[src/rtl/queue_ctrl_pkg.sv]
// Shared definitions for the inter-pass boundary queue sequencer.
// Queue geometry defaults and FSM state encodings.
package queue_ctrl_pkg;

    localparam int QUEUE_SIZE     = 256;
    localparam int QUEUE_SIZE_LOG = 8;

    typedef enum logic [1:0] {
        IDLE = 2'd0,
        INIT = 2'd1,
        RUN  = 2'd2,
        FIN  = 2'd3
    } state_t;

endpackage

[src/rtl/queue_ctrl.sv]
// Sequencer for the Smith-Waterman inter-pass boundary queue: issues init/store/take
// strobes, tracks occupancy, counts passes and per-pass elements.
module queue_ctrl #(
    parameter int QUEUE_SIZE     = queue_ctrl_pkg::QUEUE_SIZE,
    parameter int QUEUE_SIZE_LOG = queue_ctrl_pkg::QUEUE_SIZE_LOG,
    parameter int LEN_W          = 10,
    parameter int PASS_W         = 6
) (
    input  logic                    clk,
    input  logic                    rst_n,
    input  logic                    i_start,
    input  logic                    i_abort,
    input  logic [LEN_W-1:0]        i_t_len,
    input  logic [PASS_W-1:0]       i_num_pass,
    input  logic                    i_st_valid,
    output logic                    o_st_ready,
    input  logic                    i_tk_req,
    output logic                    o_tk_grant,
    output logic                    o_q_init,
    output logic                    o_q_store,
    output logic                    o_q_take,
    output logic [QUEUE_SIZE_LOG:0] o_count,
    output logic [PASS_W-1:0]       o_pass,
    output logic                    o_busy,
    output logic                    o_done,
    output logic                    o_err
);
    import queue_ctrl_pkg::*;

    localparam logic [QUEUE_SIZE_LOG:0] QS_CNT = (QUEUE_SIZE_LOG+1)'(QUEUE_SIZE);
    localparam logic [LEN_W:0]          QS_LEN = (LEN_W+1)'(QUEUE_SIZE);

    state_t                  r_state;
    state_t                  w_state_nxt;
    logic [LEN_W-1:0]        r_t_len;
    logic [LEN_W-1:0]        r_st_cnt;
    logic [LEN_W-1:0]        r_tk_cnt;
    logic [LEN_W-1:0]        w_st_goal;
    logic [LEN_W-1:0]        w_tk_goal;
    logic [LEN_W-1:0]        w_st_nxt;
    logic [LEN_W-1:0]        w_tk_nxt;
    logic [PASS_W-1:0]       r_num_pass;
    logic [PASS_W-1:0]       r_pass;
    logic [QUEUE_SIZE_LOG:0] r_count;
    logic                    r_q_init;
    logic                    r_err;
    logic                    w_cfg_bad;
    logic                    w_accept;
    logic                    w_abort;
    logic                    w_last;
    logic                    w_st_ready;
    logic                    w_tk_grant;
    logic                    w_store;
    logic                    w_take;
    logic                    w_pass_end;

    // A multi-pass run needs a whole pass to fit in the queue
    assign w_cfg_bad = (i_num_pass > PASS_W'(1)) && ({1'b0, i_t_len} > QS_LEN);
    assign w_accept  = (r_state == IDLE) && i_start && !w_cfg_bad;
    assign w_abort   = (r_state != IDLE) && i_abort;
    // Covers N==0 and N==1: pass 0 is already the last pass
    assign w_last    = ({1'b0, r_pass} + (PASS_W+1)'(1)) >= {1'b0, r_num_pass};

    always_comb begin
        w_st_goal  = '0;
        w_tk_goal  = '0;
        w_st_ready = 1'b0;
        w_tk_grant = 1'b0;
        if (!w_last)
            w_st_goal = r_t_len;
        if (r_pass != '0)
            w_tk_goal = r_t_len;
        if (r_state == RUN) begin
            w_st_ready = (r_st_cnt < w_st_goal) && (r_count < QS_CNT);
            w_tk_grant = i_tk_req && (r_tk_cnt < w_tk_goal) && (r_count != '0);
        end
    end

    assign w_store    = i_st_valid && w_st_ready;
    assign w_take     = w_tk_grant;
    assign w_st_nxt   = r_st_cnt + LEN_W'(w_store);
    assign w_tk_nxt   = r_tk_cnt + LEN_W'(w_take);
    assign w_pass_end = (r_state == RUN) && (w_st_nxt == w_st_goal) && (w_tk_nxt == w_tk_goal);

    always_comb begin
        w_state_nxt = r_state;
        case (r_state)
            IDLE: if (w_accept) w_state_nxt = INIT;
            INIT: w_state_nxt = RUN;
            RUN:  if (w_pass_end && w_last) w_state_nxt = FIN;
            FIN:  w_state_nxt = IDLE;
            default: w_state_nxt = IDLE;
        endcase
        if (w_abort)
            w_state_nxt = IDLE;
    end

    always_ff @(posedge clk or negedge rst_n) begin
        if (!rst_n)
            r_state <= IDLE;
        else
            r_state <= w_state_nxt;
    end

    always_ff @(posedge clk or negedge rst_n) begin
        if (!rst_n) begin
            r_q_init   <= 1'b0;
            r_err      <= 1'b0;
            r_t_len    <= '0;
            r_num_pass <= '0;
            r_count    <= '0;
            r_pass     <= '0;
            r_st_cnt   <= '0;
            r_tk_cnt   <= '0;
        end else begin
            r_q_init <= w_accept || w_abort;
            r_err    <= (r_state == IDLE) && i_start && w_cfg_bad;
            if (w_accept) begin
                r_t_len    <= i_t_len;
                r_num_pass <= i_num_pass;
            end
            // Clearing on the accepting edge makes pass 0 visible during INIT
            if (w_accept || w_abort) begin
                r_count  <= '0;
                r_pass   <= '0;
                r_st_cnt <= '0;
                r_tk_cnt <= '0;
            end else if (r_state == RUN) begin
                case ({w_store, w_take})
                    2'b10:   r_count <= r_count + 1'b1;
                    2'b01:   r_count <= r_count - 1'b1;
                    default: r_count <= r_count;
                endcase
                if (w_pass_end) begin
                    r_st_cnt <= '0;
                    r_tk_cnt <= '0;
                    if (!w_last)
                        r_pass <= r_pass + 1'b1;
                end else begin
                    r_st_cnt <= w_st_nxt;
                    r_tk_cnt <= w_tk_nxt;
                end
            end
        end
    end

    assign o_st_ready = w_st_ready;
    assign o_tk_grant = w_tk_grant;
    assign o_q_store  = w_store;
    assign o_q_take   = w_take;
    assign o_q_init   = r_q_init;
    assign o_count    = r_count;
    assign o_pass     = r_pass;
    assign o_busy     = (r_state != IDLE);
    assign o_done     = (r_state == FIN);
    assign o_err      = r_err;

endmodule

[config.mk]
export PLATFORM = sky130hd
export DESIGN_NAME = queue_ctrl
export DESIGN_NICKNAME = d
export VERILOG_FILES = /design/src/rtl/queue_ctrl_pkg.sv /design/src/rtl/queue_ctrl.sv
export SDC_FILE = /design/constraint.sdc
export NUM_CORES = 1
export LEC_CHECK = 0
export CAP_MARGIN = 15
export CORE_ASPECT_RATIO = 1.5
export CORE_MARGIN = 5
export CORE_UTILIZATION = 64
export CTS_BUF_LIST = sky130_fd_sc_hd__clkbuf_8
export DETAILED_ROUTE_END_ITERATION = 8
export PLACE_DENSITY_LB_ADDON = 0.12
export SLEW_MARGIN = 20
export SYNTH_ARGS = -nofsm -noshare
export SYNTH_HDL_FRONTEND = slang
export SYNTH_SLANG_ARGS = --single-unit
[constraint.sdc]
create_clock -name clk -period 9.1 [get_ports clk]
set_input_delay 2.275 -clock clk [delete_from_list [all_inputs] [get_ports clk]]
set_output_delay 2.275 -clock clk [all_outputs]
set_load 0.01 [all_outputs]
==> results of run 1 <==
cells by family after synthesis:
| logic type | after synthesis | synth area share |
|---|---|---|
| compound gates | 115 | 0.175 |
| flops | 55 | 0.312 |
| mux | 19 | 0.0460 |
| xor+xnor | 38 | 0.0852 |
| buf+inv | 46 | 0.0426 |
| fa+ha+maj | 41 | 0.118 |
| simple gates | 188 | 0.221 |
layout by cell type (no fill, tap or decap), types with 10 or more instances in the layout:
master            n
xnor2_1          15
nand2_1          45
clkdlybuf4s50_1  43
a21oi_1          24
a21o_1           12
mux2_2           10
dfrtp_1          55
nor2_1           38
xor2_1           20
nand2b_1         12
and3_1           11
nand3b_1         10
nand3_1          22
ha_1             40
inv_1            19
o21ai_0          28
synth_stat cells (10+ instances only):
cell,instances,area [um2]
dfrtp_1,55,1380
nand2_1,45,169
ha_1,40,500
nor2_1,38,143
o21ai_0,28,140
a21oi_1,25,125
nand3_1,22,110
xor2_1,20,175
inv_1,19,71.3
clkbuf_1,15,56.3
xnor2_1,15,131
a21o_1,12,90.1
nand2b_1,12,75.1
and3_1,11,68.8
mux2_2,10,113
nand3b_1,10,75.1
layout make-up:
cell class / instances / area, um2
clock inverter: 3 / 43.8
inverter: 20 / 75.1
multi-input combinational: 401 / 2850
sequential: 55 / 1380
timing repair buffer: 49 / 473
tap: 78 / 97.6
fill: 543 / 1820
clock buffer: 5 / 68.8
worst max-delay path, delay by kind of cell (launching register included):
kind,cells,cell delay [ps]
adder cells (fa/ha/maj),3,890
AO/OA/AOI/OAI,6,1580
AND/OR/NAND/NOR,5,850
buffers and inverters,2,600
XOR/XNOR,1,170
flip-flops,1,430
per-stage QoR:
stage	setup slack (ps)	total power, mW
after floorplan	2930	0.599
after global placement	2090	0.711
after detailed placement	1750	0.726
after CTS	1620	0.896
after global routing	1560	0.955
final	1990	0.897
path summary, 6_finish.rpt:
path | endpoint | cells past startpoint | slack, ps
setup / recovery | o_q_store | 17 | 1990
hold / removal | r_num_pass[0] | 1 | 530
setup reg to reg | r_tk_cnt[2] | 28 | 2040
hold reg to reg | r_num_pass[0] | 1 | 530
max in group asynchronous | o_count[3] | 2 | 6540
min in group asynchronous | o_count[1] | 2 | 2060
layer usage:
metal	vias to the layer above	part of all wire
met5	-	0
met4	0	0.037
met3	35	0.047
met2	141	0.54
met1	1908	0.37
li1	1859	-
power by group:
part           total [mW]  switching [mW]  internal [mW]
logic               0.368           0.202          0.167
registers           0.359          0.0695          0.290
clock network       0.169          0.0873         0.0821
flip-flops by register name, indices dropped and copies added (netlist names):
register,count
r_t_len,10
r_tk_cnt,10
r_state,2
r_num_pass,6
o_err,1
o_q_init,1
r_st_cnt,10
o_count,9
o_pass,6
==> flow_summary.toml, run 1 <==
[timing]
fin_crit_ps = 7110
rsz0062_at_grt = "false"
fmax_ghz = 0.141
tightest_slew_ps = 1090
finalSetupViolations = 0
skew_ps = 15.9
whs_ps = 527
min_period_over_period = 0.782
drv_slew = 0
tns_ps = 0
max_slew_margin = 0.271
hold_violations = 0

[synth]
yosys_warnings = 0
avgSynthCellArea_um2 = 8.78
synth_ff_type = "dfrtp_1"
synthCells = 502
synth_fp_nets = 565
syn_area_um2 = 4410
synth_cell_types = 66
synth_edf_count = 0
ys_ff_latch = 55
ys_async_sr_fraction = 1.00
ys_seq_area_frac = 0.312

[clock_tree]
clock_sinks = 55
htreeDepth = 2
cts_setup_buffers = 0
cts_buffers = 5
worstSkewPairLatency_ps = 330
clkTransAtPathRegs_ps = 100
cts_tree = "yes"
cts.repair.resized = 0
root_buffer = "clkbuf_8"
clk_path_buf_depth = 2
ctsHoldBuffers = 0

[setup_path]
crit_chain = "ha_1 > and3_1 > xor2_1 > ha_1 > a21o_1 > a221o_1 > a21oi_2 > nand2_1 > ha_1 > a21oi_1 > nor2b_1 > o21ai_0 > and3_1 > and3_1 > a21oi_1 > inv_1 > clkdlybuf4s50_1"
criticalPathCategory = "register to primary output"
r2r_start = "o_pass[0]"
worst_setup_path_end_kind = "primary output"
cp_max_fo = 16
crit_path_start_kind = "register"
worstPathRequired_ps = 6830
slowest_delay_ps = 540
critPathLaunch = "o_pass[0]"
cp.arrival_ps = 4840
crit_slowest_cell = "a21oi_2"

[floorplanning]
die_w_um = 77.8
row_count = 37
die-height_um = 112
fp.dieArea_um2 = 8680
pin_count = 45
initial_core_util = 0.648
core_area_um2 = 6810

[global_routing]
use_met1 = 0.312
grt.busiest_layer = "met2"
grt_use_total = 0.278
grt_use_met3 = 0.0332
antenna_found_initial = 0
grt_pass1_wl_um = 19600
grt_pass1_vias = 4043
met2_usage = 0.512
grt_start_max_net_pins = 56
grt.overflow.total = 0

[placed_design]
placed_area_um2 = 4860
place.gp.congestion = 0.946
dp.cells = 603
place.port_buffers = 44
dp_hpwl_um = 8800

[power]
leakage_nw = 2.27
peakVddDrop_mv = 0.179
power_density_nw_per_um2 = 180

[detailed_routing]
drc_errors = 0
drt-initial-drc-count = 385
antenna_left = 0
wl_per_cell_um = 19.1
via_per_inst = 6.45
wirelength_um = 11600
firstDrtPassIters = 5
vias = 3943

[finish]
design_area_um2 = 4980
instances_no_fill = 611
antennaDiodeCount = 0
final_util = 0.732
nNetsFinal = 595
drive_above_1_share = 0.0600
areaGrowthSynthToFinish_pct = 13.0

[min_path]
hold_path_class = "register to register"
hold_start = "r_num_pass[0]"

[run]
maxCapViolations = 0

[outcome]
outcome = "finished clean"
No activity file was read; power rests on OpenSTA's default activity.
==> run 2, diff against run 1 <==
Settings changed: CORE_UTILIZATION 64 to 60.
Clock period 9.1 ns to 7.3 ns, I/O delays scaled along.
==> flow_summary.toml, run 2 (synthesis gave the netlist of run 1 again) <==
[min_path]
hold_depth = 1
hold_path_class = "register to register"

[finish]
areaGrowthSynthToFinish_pct = 13.5
multi_input_area_um2 = 2840
regArea_um2 = 1380
layout_common_cells = "55 x dfrtp_1, 45 x nand2_1, 43 x clkdlybuf4s50_1"
fill_cells = 596
antennaDiodeCount = 0
drive_above_1_share = 0.0581
instances_no_fill = 634
mostFrequentLayoutCell = "dfrtp_1"
reg_top3 = "r_st_cnt: 10 flops, r_t_len: 10 flops, r_tk_cnt: 10 flops"
nNetsFinal = 596

[global_routing]
antenna_found_initial = 0
grt_pass1_vias = 4024
grt.overflow.total = 0
grt_pass1_wl_um = 18800
grt_start_max_net_pins = 56
grt_use_total = 0.260

[setup_path]
criticalPathCategory = "register to register"
worstPathRequired_ps = 7550
r2r_cells = 27
worst_setup_path_end_kind = "register"
cp_max_fo = 16
cp.arrival_ps = 6910
crit_path_start_kind = "register"

[detailed_routing]
firstDrtPassIters = 4
antenna_left = 0
wl_per_cell_um = 17.9
via_per_inst = 6.21
drc_errors = 0
vias = 3937
wirelength_um = 11400
drt-initial-drc-count = 196

[clock_tree]
clk_path_buf_depth = 2
worstSkewPairLatency_ps = 330
clkTransAtPathRegs_ps = 100
cts.repair.resized = 0
ctsHoldBuffers = 0
cts_setup_buffers = 0
root_buffer = "clkbuf_8"
clock_sinks = 55
cts_buffers = 5
cts_tree = "yes"
htreeDepth = 2

[timing]
tns_ps = 0
hold_violations = 0
tightest_slew_ps = 1010
fmax_ghz = 0.150
fin_crit_ps = 6660
skew_ps = 14.3
finalSetupViolations = 0
drv_slew = 0
rsz0062_at_grt = "false"
min_period_over_period = 0.912
max_slew_margin = 0.326

[power]
peakVddDrop_mv = 0.193
power_density_nw_per_um2 = 219
internal-power_mw = 0.657
p_seq_frac = 0.409
pwr-share-clk = 0.172
switching_share = 0.401
combPwrFrac = 0.419
leakage_nw = 2.27
p_sw_mw = 0.440

[floorplanning]
die-height_um = 115
row_count = 38
die_w_um = 80.0
fp.dieArea_um2 = 9190
core_area_um2 = 7180
pin_count = 45
initial_core_util = 0.614

[placed_design]
place.port_buffers = 44
dp.cells = 626
dp_hpwl_um = 8530
place.gp.congestion = 0.930

[run]
maxCapViolations = 0

[outcome]
outcome = "finished clean"
## run 2: changes by cell type in the layout (fill, tap and decap cells not counted), sizes merged
cell / previous run / this run
bufinv: 1 / 0
inv: 19 / 20
clkinv: 3 / 1
clkbuf: 5 / 7
buf: 6 / 7
## run 2: area by class of cell
class	count	share of cell area
repair buffers	50	0.0961
clock buffers	7	0.0193
clock inverters	1	0.000751
multi-input cells	401	0.569
well taps	100	0.0250
inverters	20	0.0150
flip-flops and latches	55	0.275
## run 2: power by group through the flow
stage                     sequential (mW)  clock (mW)  combinational (mW)
final                               0.448       0.189               0.460
after global routing                0.454       0.203               0.514
after CTS                           0.445       0.193               0.459
after detailed placement            0.451           0               0.457
after global placement              0.447           0               0.443
after floorplan                     0.404           0               0.344
## run 2: per-layer routing
metal | share of wire | GRT usage
met5 | 0 | 0
met4 | 0.054 | 0.154
met3 | 0.046 | 0.0376
met2 | 0.52 | 0.475
met1 | 0.38 | 0.278
## run 2: metrics by stage
stage	setup slack (ps)	power (mW)	hold WS, ps	instance area [um2]	utilization
finish	641	1.10	541	5000	0.696
global route	158	1.17	575	5000	0.696
CTS	704	1.10	550	5000	0.696
detailed placement	734	0.908	529	4900	0.682
global placement	963	0.891	515	4900	0.682
floorplan	1130	0.747	485	4410	-
## run 2: critical path, cell delays in order (launching register included)
cell and delay (ps):
dfrtp_1 440, ha_1 250, and3_1 240, xor2_1 170, ha_1 320, a21o_1 200, a221o_1 360, a21oi_1 130
buf_4 230, nand2_1 80, ha_1 300, a21o_1 160, a21o_1 170, a21oi_1 200, and3_1 190, a21oi_1 110
inv_1 130, ha_1 240, ha_1 270, and3_1 220, nand3_1 130, xnor2_1 300, nor4b_1 100, o32ai_1 510
a2111oi_4 110, nor2b_1 640, nand3b_1 150, a21oi_1 200
## run 2: path summary, 6_finish.rpt
kind                             from            end  slack (ps)
max                         o_pass[0]    r_st_cnt[2]         640
max in group asynchronous       rst_n  r_num_pass[5]        5190
max reg2reg                 o_pass[0]    r_st_cnt[2]         640
min                        r_state[0]     r_state[0]         540
min reg2reg                r_state[0]     r_state[0]         540
min in group asynchronous       rst_n     o_count[7]        1620
